==> src/rtl/bus_master_queue_if.sv <==
// ---------------------------------------------------------------------------
// bus_master_queue_if
// Bus-side signals between one master's request queue and the arbitrated
// tristate bus.
//   req      : bus request from the queue (to req_x)
//   gnt      : grant from the bus arbiter for this master
//   data_out : head word offered to the bus (to data_in_x), 0 when req=0
//   starved  : queue has waited STARVE_LIMIT ungranted cycles
// Modports:
//   master : the queue side (drives req/data_out/starved, samples gnt)
//   slave  : the arbiter/bus side
// ---------------------------------------------------------------------------
interface bus_master_queue_if #(
   parameter int N = 8
);
   logic         req;
   logic         gnt;
   logic [N-1:0] data_out;
   logic         starved;

   modport master (output req, output data_out, output starved, input gnt);
   modport slave  (input req, input data_out, input starved, output gnt);
endinterface

==> src/rtl/bus_master_queue.sv <==
// ---------------------------------------------------------------------------
// bus_master_queue
// Per-master request queue feeding one requester port of the shared bus.
// Words from a local producer are held in a small circular FIFO; a request
// is raised while a word is pending, the head word is popped on each granted
// cycle, and a one-cycle turnaround gap follows every transfer so the bus
// never sees back-to-back ownership without release. A saturating wait
// counter flags starvation while the request sits ungranted.
// Ports:
//   clk      : clock, rising edge
//   rst      : asynchronous active-low reset
//   wr_en    : producer push strobe
//   wr_data  : word to push
//   full     : FIFO holds DEPTH words
//   empty    : FIFO holds no words
//   level    : current word count, 0..DEPTH
//   overflow : registered pulse, the push at the previous edge was dropped
//   bus      : req / gnt / data_out / starved (master modport)
// ---------------------------------------------------------------------------
module bus_master_queue #(
   parameter int N            = 8,
   parameter int DEPTH        = 4,
   parameter int STARVE_LIMIT = 15
) (
   input  logic                   clk,
   input  logic                   rst,
   input  logic                   wr_en,
   input  logic [N-1:0]           wr_data,
   output logic                   full,
   output logic                   empty,
   output logic [$clog2(DEPTH):0] level,
   output logic                   overflow,
   bus_master_queue_if.master     bus
);
   localparam int PW = $clog2(DEPTH);
   localparam int LW = PW + 1;
   localparam int CW = $clog2(STARVE_LIMIT + 1);
   localparam logic [LW-1:0] LEVEL_MAX = LW'(DEPTH);
   localparam logic [CW-1:0] WAIT_MAX  = CW'(STARVE_LIMIT);

   typedef enum logic [1:0] {
      IDLE = 2'd0,
      REQ  = 2'd1,
      GAP  = 2'd2
   } state_t;

   state_t          state, state_nxt;
   logic [N-1:0]    mem [DEPTH];
   logic [PW-1:0]   wr_ptr, rd_ptr;
   logic [CW-1:0]   wait_cnt;
   logic            push, pop;

   // A pop frees a slot at the same edge, so a full queue still accepts a push.
   assign pop  = (state == REQ) && bus.gnt;
   assign push = wr_en && ((level != LEVEL_MAX) || pop);

   assign full  = (level == LEVEL_MAX);
   assign empty = (level == '0);

   // Outputs decode straight from state so an asynchronous reset drops them
   // immediately; pushes only write behind the head, so data_out is stable
   // for the whole REQ period.
   assign bus.req      = (state == REQ);
   assign bus.data_out = (state == REQ) ? mem[rd_ptr] : '0;
   assign bus.starved  = (wait_cnt == WAIT_MAX);

   // NOTE: the storage array has no reset; stale contents are never visible
   // because data_out is gated by state and level tracks what is valid.
   always_ff @(posedge clk) begin
      if (push) mem[wr_ptr] <= wr_data;
   end

   // NOTE: all sequential state uses non-blocking assignments so every
   // register samples pre-edge values, regardless of block ordering.
   always_ff @(posedge clk or negedge rst) begin
      if (!rst) begin
         state    <= IDLE;
         wr_ptr   <= '0;
         rd_ptr   <= '0;
         level    <= '0;
         overflow <= 1'b0;
         wait_cnt <= '0;
      end else begin
         state    <= state_nxt;
         overflow <= wr_en && !push;
         if (push) wr_ptr <= wr_ptr + PW'(1);
         if (pop)  rd_ptr <= rd_ptr + PW'(1);
         if (push && !pop)      level <= level + LW'(1);
         else if (pop && !push) level <= level - LW'(1);
         // Counts ungranted request edges; any pop or non-REQ state clears it.
         if ((state == REQ) && !bus.gnt) begin
            if (wait_cnt != WAIT_MAX) wait_cnt <= wait_cnt + CW'(1);
         end else begin
            wait_cnt <= '0;
         end
      end
   end

   // NOTE: state_nxt gets a default before the case so no path leaves it
   // unassigned, which would otherwise infer a latch.
   always_comb begin
      state_nxt = state;
      unique case (state)
         IDLE: if (level != '0) state_nxt = REQ;
         REQ:  if (bus.gnt)     state_nxt = GAP;
         GAP:  state_nxt = (level != '0) ? REQ : IDLE;
         default: state_nxt = IDLE;
      endcase
   end
endmodule

==> src/flat_wrapper.sv <==
// flat-port wrapper written by rule: the top's interface ports become plain ports
module bus_master_queue_flat 
#(
   parameter int N            = 8,
   parameter int DEPTH        = 4,
   parameter int STARVE_LIMIT = 15
)
  (clk, rst, wr_en, wr_data, full, empty, level, overflow, bus_req, bus_data_out, bus_starved, bus_gnt);
  bus_master_queue_if #(.N(N)) bus_i ();
  input  logic clk;
  input  logic rst;
  input  logic wr_en;
  input  logic [N-1:0] wr_data;
  output logic full;
  output logic empty;
  output logic [$clog2(DEPTH):0] level;
  output logic overflow;
  output wire logic [$bits(bus_i.req)-1:0] bus_req;
  output wire logic [$bits(bus_i.data_out)-1:0] bus_data_out;
  output wire logic [$bits(bus_i.starved)-1:0] bus_starved;
  input wire logic [$bits(bus_i.gnt)-1:0] bus_gnt;
  assign bus_req = bus_i.req;
  assign bus_data_out = bus_i.data_out;
  assign bus_starved = bus_i.starved;
  assign bus_i.gnt = bus_gnt;
  bus_master_queue #(.N(N), .DEPTH(DEPTH), .STARVE_LIMIT(STARVE_LIMIT)) u_core (.clk(clk), .rst(rst), .wr_en(wr_en), .wr_data(wr_data), .full(full), .empty(empty), .level(level), .overflow(overflow), .bus(bus_i));
endmodule
==> config.mk <==
export PLATFORM = sky130hd
export DESIGN_NAME = bus_master_queue_flat
export DESIGN_NICKNAME = d
export VERILOG_FILES = /design/src/rtl/bus_master_queue_if.sv /design/src/rtl/bus_master_queue.sv /design/src/flat_wrapper.sv
export SDC_FILE = /design/constraint.sdc
export NUM_CORES = 1
export LEC_CHECK = 0
export BUFFER_PORTS_ARGS = -buffer_cell sky130_fd_sc_hd__buf_4
export CAP_MARGIN = 20
export CORE_MARGIN = 3
export CORE_UTILIZATION = 26
export CTS_CLUSTER_SIZE = 25
export DETAILED_ROUTE_END_ITERATION = 12
export REMOVE_ABC_BUFFERS = 1
export SLEW_MARGIN = 20
export SYNTH_ARGS = -nofsm -noshare
export SYNTH_HDL_FRONTEND = slang
export SYNTH_SLANG_ARGS = --single-unit
==> constraint.sdc <==
create_clock -name clk -period 2.4 [get_ports clk]
set_input_delay 0.12 -clock clk [delete_from_list [all_inputs] [get_ports clk]]
set_output_delay 0.12 -clock clk [all_outputs]
set_load 0.02 [all_outputs]
Yosys cells after proc, flatten, opt, wreduce, memory -nomap -nowiden
Memory sizes are Yosys's and may differ from the RTL's.
Index checks and enable logic that the tools add are counted.
{"block": "totals", "register_bits": 14, "ram_bits": 32, "mem_count": 1, "in_bits": 12}
{"name": "u_core.mem", "depth": 4, "width": 8, "rd": 1, "rd_clocked_by_memory_dff": 0, "write_ports": 1, "line_no": "bus_master_queue.sv:48", "text": "logic [N-1:0] mem [DEPTH];"}
{"block": "classes", "addsub": 5, "reduce_logical": 15, "n_eq_ne": 9, "n_mux": 11}
{"operator": "$mux W4", "n": 2}
{"operator": "$mux W8", "n": 1}
{"operator": "$logic_and A1 B1 Y1", "n": 6}
{"operator": "$mux W3", "n": 2}
{"operator": "$pmux W2 S3", "n": 1}
{"operator": "$add A2 B1 Y2 const B", "n": 2}
{"operator": "$add A4 B1 Y4 const B", "n": 1}
{"operator": "$eq A4 B4 Y1 const B", "n": 1}
{"operator": "$mux W2", "n": 2}
{"operator": "$ne A2 B1 Y1 const B", "n": 2}
{"operator": "$ne A4 B4 Y1 const B", "n": 1}
{"operator": "$add A3 B1 Y3 const B", "n": 1}
{"operator": "$eq A3 B3 Y1 const B", "n": 1}
{"operator": "$logic_not A1 Y1", "n": 3}
{"operator": "$logic_not A3 Y1", "n": 1}
{"operator": "$mux W1", "n": 3}
{"operator": "$ne A3 B3 Y1 const B", "n": 1}
{"operator": "$reduce_bool A3 Y1", "n": 1}
{"operator": "$sub A3 B1 Y3 const B", "n": 1}
{"operator": "$eq A2 B1 Y1 const B", "n": 1}
{"operator": "$eq A2 B2 Y1 const B", "n": 1}
{"operator": "$logic_not A2 Y1", "n": 1}
{"operator": "$ne A2 B2 Y1 const B", "n": 1}
{"operator": "$reduce_and A2 Y1", "n": 1}
{"operator": "other kinds (2)", "n": 2}

Logic depth before layout (Yosys ltp)
Gate-level depths: netlist of run 1.
{"block": "logic_depth", "depth_word": 8, "ltp_mapped": 9}

Least setup slack after synthesis of run 1
OpenSTA, ideal clock, no wires.
{"block": "synth_path", "kind": "register to register", "from": "register u_core.level[0]", "to": "register u_core.level[1]", "path_slack_ns": 0.304, "setup_time_ns": 0.125, "synth_period_minus_slack_ns": 2.096, "n_path_buf": 0, "t_arrival_ns": 1.971, "stages_incl_launch_ff": 7, "cell_sequence": "dfrtp_1 > nor3b_4 > a21boi_4 > ha_1 > inv_1 > fa_1 > mux2_2"}
{"block": "synth_between", "elab_chain_cells": 6}
{"element": "start: declaration", "line_no": "bus_master_queue.sv:31", "text": "output logic [$clog2(DEPTH):0] level,"}
{"element": "start signal: assignment", "line_no": "bus_master_queue.sv:88", "text": "if (push && !pop) level <= level + LW'(1);"}
{"element": "start signal: assignment", "line_no": "bus_master_queue.sv:89", "text": "else if (pop && !push) level <= level - LW'(1);"}
{"element": "$ne A3 B3 Y1 (*)", "line_no": "bus_master_queue.sv:55", "text": "assign push = wr_en && ((level != LEVEL_MAX) || pop);"}
{"element": "$logic_or A1 B1 Y1 (*)", "line_no": "bus_master_queue.sv:55"}
{"element": "$logic_and A1 B1 Y1 (*)", "line_no": "bus_master_queue.sv:55"}
{"element": "net u_core.push", "line_no": "bus_master_queue.sv:51", "text": "logic push, pop;"}
{"element": "$logic_not A1 Y1", "line_no": "bus_master_queue.sv:89"}
{"element": "$logic_and A1 B1 Y1", "line_no": "bus_master_queue.sv:89"}
{"element": "$reduce_bool A2 Y1 (no line)"}
The timed path passes the listed nets; every way through them passes the cells marked *. The select of a mux whose other input is x is not followed.
A chain may end at the register's enable or synchronous reset.

Final worst setup path of run 1
{"block": "layout_path", "from": "register u_core.state[1]", "to": "register u_core.level[2]"}
{"block": "layout_between", "elab_chain_cells": 7}
{"element": "start: declaration", "line_no": "bus_master_queue.sv:47", "text": "state_t state, state_nxt;"}
{"element": "start signal: assignment", "line_no": "bus_master_queue.sv:84", "text": "state <= state_nxt;"}
{"element": "$eq A2 B1 Y1 (*)", "line_no": "bus_master_queue.sv:54", "text": "assign pop = (state == REQ) && bus.gnt;"}
{"element": "$logic_and A1 B1 Y1 (*)", "line_no": "bus_master_queue.sv:54"}
{"element": "$logic_or A1 B1 Y1 (*)", "line_no": "bus_master_queue.sv:55"}
{"element": "$logic_and A1 B1 Y1 (*)", "line_no": "bus_master_queue.sv:55"}
{"element": "net u_core.push", "line_no": "bus_master_queue.sv:51"}
{"element": "$logic_not A1 Y1", "line_no": "bus_master_queue.sv:89"}
{"element": "$logic_and A1 B1 Y1", "line_no": "bus_master_queue.sv:89"}
{"element": "$reduce_bool A2 Y1 (no line)"}
The timed path passes the listed nets; every way through them passes the cells marked *.

==> impl_metrics.toml, run 1 <==
[run_status]
status = "finished clean"

[synthesis]
syn_area_per_cell_um2 = 17.4
dominantRegCellSynth = "edfxtp_1"
yosysTopAreaCell = "edfxtp_1"
synth_top_cell_area_share = 0.494
synthesis.area_um2 = 1950
synth_common_cells = "edfxtp_1, dfrtp_1, nor2b_1"
seq_area_frac_synth = 0.674
ys_top_cells_by_area = "edfxtp_1, dfrtp_1, mux4_2"
yosysWarnings = 0
yosysUniqueCellTypes = 30
synth_most_common_cell = "edfxtp_1"
ys_ff_latch = 46
synthArstFlopShare = 0.304
synth-edff-count = 32
synth_cells = 112

[detailed_routing]
drc = 0
wl_per_cell_um = 13.0
ant_nets = 0
via_per_inst = 4.06
vias = 983
drt_first_pass_iters = 4
wirelength_um = 3140
first_iter_violations = 23

[clock_tree]
postCtsSetupBuffers = 0
numCtsBuffers = 5
h-tree-depth = 2
clock-sinks = 46
clkSlewWorstSetupHoldPaths_ps = 80
clock_path_buffers = 2
cts-root-buf = "clkbuf_8"
clk-insertion-delay-late_ps = 290
cts_tree = "done"

[grt]
grt_max_degree = 15
track_usage = 0.0826
grt_pass1_vias = 1074
antenna_found_initial = 0
overflow = 0
grt_pass1_wl_um = 5310

[critical_path]
cp_cell_sequence = "and3b_2 > inv_2 > a21boi_4 > ha_1 > inv_1 > fa_1 > xor2_1 > nor2_1 > xor2_1"
timing.rr.end = "u_core.level[2]"
cp.arrival_ps = 2260
reg2reg_from = "u_core.state[1]"
crit_path_end = "u_core.level[2]"
startpoint_type = "register"
path_max_fanout = 7
cp_slowest_cell = "dfrtp_1"
reg2reg_slack_ps = 360
reg2reg_depth = 9
critPathKind = "reg2reg"
startpoint = "u_core.state[1]"
slowest_delay_ps = 380
cp-end-kind = "register"
crit_top_cell = "xor2_1"
worst_ep_required_time_ps = 2620

[sta]
finalHoldViolCount = 0
worst_pin_slew_ps = 463
drv_slew = 0
totalNegativeSetupSlack_ps = 0
hold_ws_ps = 25.2
fmax_mhz = 489
clock_skew_ps = 3.57
timing.final.ws_setup_ps = 356
rsz0062_at_grt = "no"
finalCritPeriodShare = 0.852
slew_headroom = 0.692
setup_viol = 0
min_period_ps = 2040

[cells_and_area]
antennaDiodeCount = 0
drive_gt1_frac = 0.336
area_growth_pct = 20.6
nNetsFinal = 164

[placement]
dpl.hpwl_um = 2220
dp_slack_ps = 365
gp_congestion = 0.666
io_buffer_count = 27

[pwr]
p_total_mw = 2.71
p_sw_uw = 908
ir_drop_uv = 322
p_seq_frac = 0.452
power_frac_comb = 0.387
leakage_nw = 0.902
swShare = 0.336
clockPowerShare = 0.161
cellPowerDensity_nw_per_um2 = 1150
p_int_mw = 1.80

[die]
rows = 30
die_y_um = 92.5
core_um2 = 7020
io_pins = 28
die_area_um2 = 8560
die_w_um = 92.5
initial_core_util = 0.277

[worst_hold_path]
hp-class = "in2reg"

[job]
drv_cap = 0
==> layout make-up <==
cell class / instances / area, um^2
Clock buffer: 6 / 72.6
Inverter: 5 / 18.8
Multi-Input combinational cell: 58 / 596
Tap cell: 96 / 120
Clock inverter: 2 / 8.76
Timing Repair Buffer: 29 / 220
Sequential cell: 46 / 1310
Fill cell: 680 / 4670
==> stage by stage <==
step	util	area [um^2]	instances
after floorplan	-	1930	109
after global routing	0.334	2350	242
after detailed placement	0.321	2260	233
after CTS	0.334	2350	242
after global placement	0.321	2260	233
final	0.334	2350	242
==> layer usage <==
layer  vias up  wire length, um  track usage
met3         2              170       0.0301
li1        471                -            -
met5         -                0            0
met4         0               38       0.0371
met1       487             1350       0.0977
met2        23             1580        0.134
==> placed cells by master, fill, tap and decap left out <==
master         netlist  layout
a21boi_4             1       1
a31oi_1              1       1
and2_1               4       4
and3_1               2       2
and3b_2              1       1
buf_4                0      28
clkbuf_1             1       1
clkbuf_8             0       5
clkinv_1             0       1
clkinv_2             0       1
dfrtp_1             14      14
dlygate4sd3_1        0       1
edfxtp_1            32      32
fa_1                 1       1
ha_1                 6       6
inv_1                4       4
inv_2                1       1
mux2_2               2       2
mux2i_1              1       1
mux4_1               1       1
mux4_2               7       7
nand2_1              2       2
nand3_1              1       1
nor2_1               4       4
nor2b_1              9       9
nor3_1               3       3
nor3b_1              1       1
nor3b_4              1       1
o21ai_0              1       1
or2_4                1       1
or2b_4               1       1
xnor2_1              5       5
xor2_1               2       2
==> power groups by stage <==
| stage | logic [mW] | registers, mW | clock network, mW |
|---|---|---|---|
| floorplan | 0.676 | 1.25 | 0 |
| global route | 1.16 | 1.26 | 0.495 |
| global placement | 1.07 | 1.25 | 0 |
| finish | 1.05 | 1.22 | 0.435 |
| CTS | 1.08 | 1.23 | 0.452 |
| detailed placement | 1.08 | 1.25 | 0 |
==> cell families (layout without fill, tap and decap cells) <==
family | after synthesis | in the layout | synth area share
compound gates | 3 | 3 | 0.0154
buf+inv | 8 | 42 | 0.0199
flops | 46 | 46 | 0.674
xor+xnor | 7 | 7 | 0.0315
simple gates | 30 | 30 | 0.0990
mux | 11 | 11 | 0.111
fa+ha+maj | 7 | 7 | 0.0489
==> how the worst min path moves through the flow <==
stage               startpoint                 end  slack (ps)  cells after the start
finish              wr_data[1]    u_core.mem[1][1]          30                      1
global placement           rst  u_core.wait_cnt[0]         -10                      1
detailed placement         rst    u_core.rd_ptr[1]         -10                      1
global route        wr_data[2]    u_core.mem[0][2]          10                      1
floorplan                  rst     u_core.level[0]        -180                      0
CTS                 wr_data[1]    u_core.mem[0][1]          20                      1
==> registers in the layout (all words and copies together) (netlist names) <==
signal and count:
u_core.wr_ptr 2, u_core.rd_ptr 2, u_core.wait_cnt 4, u_core.mem 32, u_core.level 3, u_core.overflow 1, u_core.state 2
==> worst max-delay path: cells and delay by family (launching register included) <==
| family | cells | cell delay [ps] |
|---|---|---|
| AND/OR/NAND/NOR | 2 | 380 |
| adder cells (fa/ha/maj) | 2 | 600 |
| AO/OA/AOI/OAI | 1 | 200 |
| XOR/XNOR | 2 | 290 |
| flip-flops | 1 | 380 |
| buffers and inverters | 2 | 130 |
==> repair_timing <==
item / CTS / global route
hold buffers: 1 / 0
hold endpoints to repair: 14 / 0
gates resized for setup: 0 / 0
Note: power is estimated with default switching activity, not from simulation.
==> run 2: changes to the inputs <==
Settings changed: CORE_UTILIZATION 26 to 55, PLACE_DENSITY from default to 0.77.
==> run 2 against run 1 <==
Net effect:
- via count increased by 5.6%
- flip-flop and latch count unchanged
- register-to-register slack got worse by 97 ps
- wire length increased by 2.1%
- largest power group unchanged
- count of clock-buffer cells in the layout unchanged
- fmax decreased by 4.5%
- combinational power about the same
- first-iteration DRC count increased by 43%
- sequential power about the same
- worst hold slack improved by 1.4 ps
- global-route usage increased by 9.0 points
==> impl_metrics.toml, run 2 (synthesis results as in run 1) <==
[run_status]
status = "finished clean"

[detailed_routing]
vias = 1038
via_per_inst = 5.24
drc = 0
wirelength_um = 3210
ant_nets = 0
wl_per_cell_um = 16.2
drt_first_pass_iters = 4
first_iter_violations = 33

[die]
die_y_um = 65.5
core_um2 = 3200
initial_core_util = 0.607
io_pins = 28
die_area_um2 = 4290
die_w_um = 65.5
rows = 20

[cells_and_area]
largest_reg_flops = 32
final_cell_mix = "edfxtp_1, buf_4, dfrtp_1, nor2b_1, dlygate4sd3_1"
nNetsFinal = 172
multi_input_area_um2 = 596
final_common_cell = "edfxtp_1"
largest_registers = "u_core.mem: 32 flops, u_core.wait_cnt: 4 flops, u_core.level: 3 flops"
regArea_um2 = 1310
antennaDiodeCount = 0
nFillCells = 228
area_growth_pct = 19.8
regMostFlops = "u_core.mem"
drive_gt1_frac = 0.318

[sta]
min_period_ps = 2140
totalNegativeSetupSlack_ps = 0
setup_viol = 0
worst_pin_slew_ps = 459
rsz0062_at_grt = "no"
drv_slew = 0
finalHoldViolCount = 0
slew_headroom = 0.694
clock_skew_ps = 3.79
fmax_mhz = 467
finalCritPeriodShare = 0.892

[pwr]
cellPowerDensity_nw_per_um2 = 1130
clockPowerShare = 0.125
ir_drop_uv = 660
p_seq_frac = 0.465
p_int_mw = 1.72
p_sw_uw = 915
p_total_mw = 2.63
leakage_nw = 0.922
swShare = 0.347
power_frac_comb = 0.409

[critical_path]
startpoint_type = "register"
startpoint = "u_core.state[1]"
timing.rr.end = "u_core.level[2]"
reg2reg_slack_ps = 260
crit_path_end = "u_core.level[2]"
reg2reg_from = "u_core.state[1]"
critPathKind = "reg2reg"
worst_ep_required_time_ps = 2670
cp.arrival_ps = 2410
reg2reg_depth = 9
cp-end-kind = "register"
path_max_fanout = 7

[clock_tree]
clock-sinks = 46
clkSlewWorstSetupHoldPaths_ps = 120
cts-root-buf = "clkbuf_4"
h-tree-depth = 2
cts-resized-gates = 0
clk-insertion-delay-late_ps = 340
numCtsBuffers = 5
clock_path_buffers = 2
cts_tree = "done"

[grt]
overflow = 0
antenna_found_initial = 0
track_usage = 0.173
grt_max_degree = 15
grt_pass1_vias = 1105
grt_pass1_wl_um = 5310

[placement]
gp_congestion = 0.731
io_buffer_count = 27
dpl.hpwl_um = 2230

[job]
drv_cap = 0

[worst_hold_path]
hp-class = "in2reg"
run 2: cell count changes in the layout (fill, tap and decap cells not counted), sizes merged:
cell | before | now
dlygate4sd3 | 1 | 9
run 2: metal layers:
layer / wire length [um] / track usage / share of wire
met5: 0 / 0 / 0
met4: 48 / 0.0699 / 0.015
met3: 109 / 0.0376 / 0.034
met2: 1740 / 0.298 / 0.54
met1: 1320 / 0.210 / 0.41
run 2: per-stage QoR:
| step | hold WS [ps] | area [um^2] | instances | util | setup slack, ps |
|---|---|---|---|---|---|
| 2_1_floorplan | -176 | 1930 | 109 | - | 304 |
| 3_3_place_gp | -26.1 | 2190 | 181 | 0.684 | 422 |
| 3_5_place_dp | -21.2 | 2190 | 181 | 0.684 | 285 |
| 4_1_cts | 19.3 | 2330 | 198 | 0.728 | 255 |
| 5_1_grt | 10.1 | 2330 | 198 | 0.728 | 150 |
| 6_report | 26.6 | 2330 | 198 | 0.728 | 260 |
run 2: how the worst min path moves through the flow:
| stage | start | to | slack, ps | depth (start not counted) |
|---|---|---|---|---|
| after CTS | wr_en | u_core.overflow | 20 | 2 |
| final | wr_en | u_core.overflow | 30 | 2 |
| after global routing | wr_en | u_core.overflow | 10 | 2 |
| after global placement | rst | u_core.wait_cnt[3] | -30 | 1 |
| after detailed placement | rst | u_core.wait_cnt[3] | -20 | 1 |
| after floorplan | rst | u_core.level[0] | -180 | 0 |
run 2: final cells by class:
| cell class | instances | area share |
|---|---|---|
| Inverter | 5 | 0.00805 |
| Timing Repair Buffer | 37 | 0.129 |
| Tap cell | 44 | 0.0236 |
| Sequential cell | 46 | 0.563 |
| Clock inverter | 2 | 0.00376 |
| Multi-Input combinational cell | 58 | 0.256 |
| Clock buffer | 6 | 0.0177 |
run 2: timing repair:
action / CTS / global route
setup buffers: 0 / 0
hold buffers: 9 / 0
hold endpoints to repair: 46 / 0
setup endpoints to repair: 0 / 0
run 2: critical path, cell delays in order (launching register included):
cell,delay [ps]
dfrtp_1,400
and3b_2,270
inv_2,70
a21boi_4,210
ha_1,240
inv_1,70
fa_1,380
xor2_1,160
nor2_1,130
xor2_1,150
run 2: power by group through the flow:
stage,clock network [mW],registers [mW],logic (mW)
after global routing,0.376,1.26,1.18
after global placement,0,1.23,1.05
after floorplan,0,1.25,0.676
final,0.331,1.23,1.08
after CTS,0.341,1.23,1.10
after detailed placement,0,1.24,1.08
